`src/rtl/rtc_pkg.sv`:
```
`default_nettype none
// ============================================================================
//  rtc_pkg
//  Mode and cursor codes shared by the cursor sequencer, the character
//  generator and the RTC write logic.
//  Rev 1.0
// ============================================================================
package rtc_pkg;

    typedef enum logic [1:0] {
        MODE_NORMAL = 2'd0,
        MODE_HORA   = 2'd1,
        MODE_FECHA  = 2'd2,
        MODE_TIMER  = 2'd3
    } mode_t;

    localparam logic [1:0] CUR_DER = 2'd0;
    localparam logic [1:0] CUR_MED = 2'd1;
    localparam logic [1:0] CUR_IZQ = 2'd2;

    function automatic mode_t next_mode(input mode_t m);
        return mode_t'(m + 2'd1);
    endfunction

    function automatic logic [1:0] cursor_left(input logic [1:0] c);
        return (c == CUR_IZQ) ? CUR_DER : c + 2'd1;
    endfunction

    function automatic logic [1:0] cursor_right(input logic [1:0] c);
        return (c == CUR_DER) ? CUR_IZQ : c - 2'd1;
    endfunction

endpackage
`default_nettype wire

```
`src/rtl/control_cursor_config_if.sv`:
```
`default_nettype none
// ============================================================================
//  control_cursor_config_if
//  Button levels in, configuration/cursor state and inc/dec pulses out.
//  Rev 1.0
// ============================================================================
interface control_cursor_config_if;

    logic       btn_modo;
    logic       btn_izq;
    logic       btn_der;
    logic       btn_arriba;
    logic       btn_abajo;
    logic [1:0] config_mode;
    logic [1:0] cursor_location;
    logic       parpadeo;
    logic       inc;
    logic       dec;

    modport master (
        output btn_modo, btn_izq, btn_der, btn_arriba, btn_abajo,
        input  config_mode, cursor_location, parpadeo, inc, dec
    );

    modport slave (
        input  btn_modo, btn_izq, btn_der, btn_arriba, btn_abajo,
        output config_mode, cursor_location, parpadeo, inc, dec
    );

endinterface
`default_nettype wire

```
`src/rtl/detector_flanco.sv`:
```
`default_nettype none
// ============================================================================
//  detector_flanco
//  Registered rising-edge detector; history resets high so a level held
//  through reset never produces a pulse.
//  Rev 1.0
// ============================================================================
module detector_flanco (
    input  wire logic clk,
    input  wire logic reset,
    input  wire logic level,
    output logic      pulse
);

    logic r_prev;

    always_ff @(posedge clk) begin
        if (reset) begin
            r_prev <= 1'b1;
            pulse  <= 1'b0;
        end else begin
            r_prev <= level;
            pulse  <= level & ~r_prev;
        end
    end

endmodule
`default_nettype wire

```
`src/rtl/control_cursor_config.sv`:
```
`default_nettype none
// ============================================================================
//  control_cursor_config
//  Button-driven configuration sequencer: mode FSM, cursor, blink flag,
//  inc/dec pulses and inactivity timeout back to normal display.
//  Rev 1.0
// ============================================================================
module control_cursor_config
    import rtc_pkg::*;
#(
    parameter int BLINK_HALF  = 25_000_000,
    parameter int TIMEOUT_CYC = 500_000_000,
    parameter int CNT_W       = 29
) (
    input  wire logic              clk,
    input  wire logic              reset,
    control_cursor_config_if.slave bus
);

    localparam int EV_ABAJO  = 0;
    localparam int EV_ARRIBA = 1;
    localparam int EV_DER    = 2;
    localparam int EV_IZQ    = 3;
    localparam int EV_MODO   = 4;
    localparam int N_BTN     = 5;

    localparam logic [CNT_W-1:0] BLINK_LAST = CNT_W'(BLINK_HALF - 1);
    localparam logic [CNT_W-1:0] IDLE_LAST  = CNT_W'(TIMEOUT_CYC - 1);

    logic [N_BTN-1:0] w_level;
    logic [N_BTN-1:0] w_ev;
    logic             w_ev_modo;
    logic             w_ev_izq;
    logic             w_ev_der;
    logic             w_ev_arriba;
    logic             w_ev_abajo;
    logic             w_any_ev;

    mode_t            r_state;
    logic [1:0]       r_cursor;
    logic             r_parpadeo;
    logic             r_inc;
    logic             r_dec;
    logic [CNT_W-1:0] r_blink_cnt;
    logic [CNT_W-1:0] r_idle_cnt;

    assign w_level[EV_ABAJO]  = bus.btn_abajo;
    assign w_level[EV_ARRIBA] = bus.btn_arriba;
    assign w_level[EV_DER]    = bus.btn_der;
    assign w_level[EV_IZQ]    = bus.btn_izq;
    assign w_level[EV_MODO]   = bus.btn_modo;

    generate
        for (genvar gi = 0; gi < N_BTN; gi++) begin : g_edge
            detector_flanco u_det (
                .clk   (clk),
                .reset (reset),
                .level (w_level[gi]),
                .pulse (w_ev[gi])
            );
        end
    endgenerate

    assign w_ev_modo   = w_ev[EV_MODO];
    assign w_ev_izq    = w_ev[EV_IZQ];
    assign w_ev_der    = w_ev[EV_DER];
    assign w_ev_arriba = w_ev[EV_ARRIBA];
    assign w_ev_abajo  = w_ev[EV_ABAJO];
    assign w_any_ev    = w_ev_izq | w_ev_der | w_ev_arriba | w_ev_abajo;

    always_ff @(posedge clk) begin
        if (reset) begin
            r_state     <= MODE_NORMAL;
            r_cursor    <= CUR_DER;
            r_parpadeo  <= 1'b0;
            r_inc       <= 1'b0;
            r_dec       <= 1'b0;
            r_blink_cnt <= '0;
            r_idle_cnt  <= '0;
        end else begin
            r_inc <= 1'b0;
            r_dec <= 1'b0;
            // modo wins the cycle: every other event seen alongside it is dropped
            if (w_ev_modo) begin
                r_state     <= next_mode(r_state);
                r_blink_cnt <= '0;
                r_idle_cnt  <= '0;
                if (next_mode(r_state) == MODE_NORMAL) begin
                    r_cursor   <= CUR_DER;
                    r_parpadeo <= 1'b0;
                end else begin
                    r_cursor   <= CUR_IZQ;
                    r_parpadeo <= 1'b1;
                end
            end else if (r_state == MODE_NORMAL) begin
                r_parpadeo  <= 1'b0;
                r_blink_cnt <= '0;
                r_idle_cnt  <= '0;
            end else if (w_any_ev) begin
                if (w_ev_izq && !w_ev_der) begin
                    r_cursor <= cursor_left(r_cursor);
                end else if (w_ev_der && !w_ev_izq) begin
                    r_cursor <= cursor_right(r_cursor);
                end
                r_inc       <= w_ev_arriba & ~w_ev_abajo;
                r_dec       <= w_ev_abajo & ~w_ev_arriba;
                r_parpadeo  <= 1'b1;
                r_blink_cnt <= '0;
                r_idle_cnt  <= '0;
            end else if (r_idle_cnt == IDLE_LAST) begin
                r_state     <= MODE_NORMAL;
                r_cursor    <= CUR_DER;
                r_parpadeo  <= 1'b0;
                r_blink_cnt <= '0;
                r_idle_cnt  <= '0;
            end else begin
                r_idle_cnt <= r_idle_cnt + 1'b1;
                if (r_blink_cnt == BLINK_LAST) begin
                    r_blink_cnt <= '0;
                    r_parpadeo  <= ~r_parpadeo;
                end else begin
                    r_blink_cnt <= r_blink_cnt + 1'b1;
                end
            end
        end
    end

    assign bus.config_mode     = r_state;
    assign bus.cursor_location = r_cursor;
    assign bus.parpadeo        = r_parpadeo;
    assign bus.inc             = r_inc;
    assign bus.dec             = r_dec;

endmodule
`default_nettype wire

```
`src/flat_wrapper.sv`:
```
// flat-port wrapper written by rule: the top's interface ports become plain ports
module control_cursor_config_flat import rtc_pkg::*;
#(
    parameter int BLINK_HALF  = 25_000_000,
    parameter int TIMEOUT_CYC = 500_000_000,
    parameter int CNT_W       = 29
)
  (clk, reset, bus_btn_modo, bus_btn_izq, bus_btn_der, bus_btn_arriba, bus_btn_abajo, bus_config_mode, bus_cursor_location, bus_parpadeo, bus_inc, bus_dec);
  control_cursor_config_if bus_i ();
  input  wire logic clk;
  input  wire logic reset;
  input wire logic [$bits(bus_i.btn_modo)-1:0] bus_btn_modo;
  input wire logic [$bits(bus_i.btn_izq)-1:0] bus_btn_izq;
  input wire logic [$bits(bus_i.btn_der)-1:0] bus_btn_der;
  input wire logic [$bits(bus_i.btn_arriba)-1:0] bus_btn_arriba;
  input wire logic [$bits(bus_i.btn_abajo)-1:0] bus_btn_abajo;
  output wire logic [$bits(bus_i.config_mode)-1:0] bus_config_mode;
  output wire logic [$bits(bus_i.cursor_location)-1:0] bus_cursor_location;
  output wire logic [$bits(bus_i.parpadeo)-1:0] bus_parpadeo;
  output wire logic [$bits(bus_i.inc)-1:0] bus_inc;
  output wire logic [$bits(bus_i.dec)-1:0] bus_dec;
  assign bus_i.btn_modo = bus_btn_modo;
  assign bus_i.btn_izq = bus_btn_izq;
  assign bus_i.btn_der = bus_btn_der;
  assign bus_i.btn_arriba = bus_btn_arriba;
  assign bus_i.btn_abajo = bus_btn_abajo;
  assign bus_config_mode = bus_i.config_mode;
  assign bus_cursor_location = bus_i.cursor_location;
  assign bus_parpadeo = bus_i.parpadeo;
  assign bus_inc = bus_i.inc;
  assign bus_dec = bus_i.dec;
  control_cursor_config #(.BLINK_HALF(BLINK_HALF), .TIMEOUT_CYC(TIMEOUT_CYC), .CNT_W(CNT_W)) u_core (.clk(clk), .reset(reset), .bus(bus_i));
endmodule
```
`config.mk`:
```
export PLATFORM = sky130hd
export DESIGN_NAME = control_cursor_config_flat
export DESIGN_NICKNAME = d
export VERILOG_FILES = /design/src/rtl/rtc_pkg.sv /design/src/rtl/control_cursor_config_if.sv /design/src/rtl/detector_flanco.sv /design/src/rtl/control_cursor_config.sv /design/src/flat_wrapper.sv
export SDC_FILE = /design/constraint.sdc
export NUM_CORES = 1
export LEC_CHECK = 0
export ABC_AREA = 0
export CAP_MARGIN = 10
export CORE_MARGIN = 1.5
export CORE_UTILIZATION = 45
export DETAILED_ROUTE_END_ITERATION = 10
export GPL_TIMING_DRIVEN = 0
export PLACE_DENSITY = 0.7
export SLEW_MARGIN = 10
export SYNTH_ARGS = -nofsm -noshare
export SYNTH_HDL_FRONTEND = slang
export SYNTH_SLANG_ARGS = --single-unit
```
`constraint.sdc`:
```
create_clock -name clk -period 2.4 [get_ports clk]
set_clock_uncertainty 0.05 [all_clocks]
set_input_delay 0.24 -clock clk [delete_from_list [all_inputs] [get_ports clk]]
set_output_delay 0.24 -clock clk [all_outputs]
set_load 0.02 [all_outputs]
```
==> results.cfg <==
[final_layout]
layout.nets = 411
layout-drive-gt1-share_pct = 8.46
multi_input_area_mm2 = 0.00174
regArea_mm2 = 0.00150
layout_common_cells = 75 x dfxtp_1, 69 x nor2_1, 32 x xnor2_1
final_common_cell = dfxtp_1
num-fill-cells = 689
diodes = 0
areaGrowthSynthToFinish_pct = 12.9

[grt]
grt_pass1_wl_um = 10100
antenna_found_initial = 0
grt_max_degree = 12
grt_usage_pct = 16.2
grt_pass1_vias = 2355
grt.overflow.total = 0

[sta]
min_period_ns = 2.16
fmax_mhz = 464
finalCritPeriodShare_pct = 89.8
tightest_slew_ns = 0.856
slew_headroom_pct = 42.5
holdWs_ns = 0.337
fin_ws_ns = 0.244
fin_setup_tns_ns = 0
drv_slew = 0
setup_viol = 0
finalHoldViolCount = 0
rsz0062_at_grt = false

[die]
io_pins = 14
die_w_um = 89.3
core_area_mm2 = 0.00721
rows = 31
dieArea_mm2 = 0.00797
start_util_pct = 46.4
die_h_um = 89.3

[placement]
place_congestion = 0.868
dpl_worst_slack_ns = 0.180
io_buffers = 13
post-dp-hpwl_um = 4280

[clock_network]
clockRootBuffer = clkbuf_8
path_clk_slew_ns = 0.07
cts_tree = yes
cts.sinks = 75
htree_levels = 3
post_cts_buffers = 0
cts_buffer_depth = 2
numCtsBuffers = 9
clk_latency_ns = 0.35
hold_buffers = 0

[power]
p_per_area_mw_per_mm2 = 576
p_leak_nw = 1.20
max-vdd-ir-drop_mv = 0.409

[critical_path]
timing.rr.end = u_core.r_blink_cnt[2]$_SDFF_PP0_
reg2reg_from = u_core.r_idle_cnt[21]$_SDFF_PP0_
worst_setup_path_end_kind = register
crit_type = reg2reg
cp_max_fo = 10
reg2reg_depth = 7
rrSetupSlack_ns = 0.24
start_kind = register
critical_path_arrival_ns = 2.34
crit_required_ns = 2.59

[yosys]
synth_fa_ha_area_share_pct = 2.61
syn_nets = 387
yosysWarnings = 0
avgSynthCellArea_um2 = 8.98
synth_edf_count = 0
synth-async-reset-ratio_pct = 0
synth_xor_area_share_pct = 14.1
synth_top_family_by_area = simple AND/OR/NAND/NOR gates
syn_inst = 373
synth.distinct_cells = 41
synth_mux_area_share_pct = 0.597
syn_area_mm2 = 0.00335
ys_ff_latch = 75
synthSimpleGateAreaFrac_pct = 31.4
synth_compound_area_share_pct = 3.06
ys.flop_type = dfxtp_1
ys_seq_area_share_pct = 44.8

[routing]
viasPerCell = 5.17
drt_iter0_drc = 114
dr.pass1.iters = 4
post-route-drc-count = 0
routed_wl_um = 6100
ant_nets = 0
wl_per_cell_um = 12.2
via_count = 2592

[status]
status = complete, no violations

[min_path]
min_delay_path_depth = 1
hp-class = reg2reg
min_to = u_core.g_edge[2].u_det.pulse$_SDFF_PP0_
holdCritStartpoint = u_core.g_edge[2].u_det.r_prev$_SDFF_PP1_

[run]
max-cap-violations = 0
## sequential cells by signal (all words and copies together) (netlist names)
register,flops
u_core.bus.config_mode,2
u_core.bus.cursor_location,2
u_core.bus.dec,1
u_core.bus.inc,1
u_core.bus.parpadeo,1
u_core.g_edge.u_det.pulse,5
u_core.g_edge.u_det.r_prev,5
u_core.r_blink_cnt,29
u_core.r_idle_cnt,29
## synth_stat cells, types with 4 or more instances
cell type	count	area (um2)
a21oi_1	5	25.0
and3_1	11	68.8
and4_1	7	61.3
buf_6	4	45.0
clkbuf_1	4	15.0
dfxtp_1	75	1500
ha_1	7	87.6
inv_1	11	41.3
nand2_1	17	63.8
nand3_1	28	140
nand4_1	11	68.8
nor2_1	69	259
nor3_1	11	55.1
nor3b_1	7	52.6
nor4_1	12	75.1
or2_2	7	43.8
or4_1	4	30.0
xnor2_1	32	280
xor2_1	22	193
## area by class of cell
type | instances | share of cell area, %
Sequential cell | 75 | 39.7
Clock inverter | 2 | 0.265
Clock buffer | 14 | 4.30
Timing Repair Buffer | 13 | 3.44
Buffer | 11 | 1.95
Inverter | 11 | 1.09
Multi-Input combinational cell | 276 | 46.0
Tap cell | 99 | 3.27
## through the flow
stage                     std cells  cell area [um2]  power, mW  utilization (%)
after global placement          485             3600       1.35             50.0
after CTS                       501             3780       2.21             52.4
final                           501             3780       2.18             52.4
after detailed placement        485             3600       1.35             50.0
after floorplan                 373             3350       1.33                -
after global routing            501             3780       2.26             52.4
## worst max path at each step
stage | startpoint | end | slack [ns] | depth (start not counted)
finish | u_core.r_idle_cnt[21]$_SDFF_PP0_ | u_core.r_blink_cnt[2]$_SDFF_PP0_ | 0.24 | 7
CTS | u_core.r_idle_cnt[0]$_SDFF_PP0_ | u_core.r_idle_cnt[28]$_SDFF_PP0_ | 0.17 | 6
global route | u_core.r_idle_cnt[0]$_SDFF_PP0_ | u_core.r_idle_cnt[28]$_SDFF_PP0_ | 0.11 | 6
floorplan | u_core.r_blink_cnt[17]$_SDFF_PP0_ | u_core.r_blink_cnt[28]$_SDFF_PP0_ | 0.52 | 6
global placement | u_core.r_idle_cnt[0]$_SDFF_PP0_ | u_core.r_idle_cnt[28]$_SDFF_PP0_ | 0.16 | 6
detailed placement | u_core.r_idle_cnt[0]$_SDFF_PP0_ | u_core.r_idle_cnt[28]$_SDFF_PP0_ | 0.18 | 6
## layer usage
layer / wire length [um] / track usage, %
met5: 0 / 0
met3: 168 / 5.91
met4: 70 / 5.59
met1: 3000 / 19.7
met2: 2870 / 26.7
## worst max-delay path: stages (launching register included)
cell,delay [ns]
dfxtp_1,0.33
or4_1,0.53
nor3_1,0.42
a31oi_2,0.22
nand3_2,0.15
buf_6,0.15
buf_6,0.14
nor2_1,0.05
## what timing repair did
action	in CTS	in global routing
endpoints found under the hold margin	0	0
setup endpoints to repair	0	1
gates resized for setup	0	1
## cells by family (layout without fill, tap and decap cells)
family,count (synthesis),in the layout
mux,2,2
fa+ha+maj,7,7
flops,75,75
simple gates,198,198
compound gates,15,15
xor+xnor,54,54
buf+inv,22,51
## power breakdown
group          switching (mW)  internal [mW]  total, mW  leakage [nW]
Sequential            0.00763           1.25       1.26         0.606
Clock                   0.426          0.430      0.856        0.0905
Combinational          0.0313         0.0317     0.0630         0.504
(Power assumes the default switching activity.)
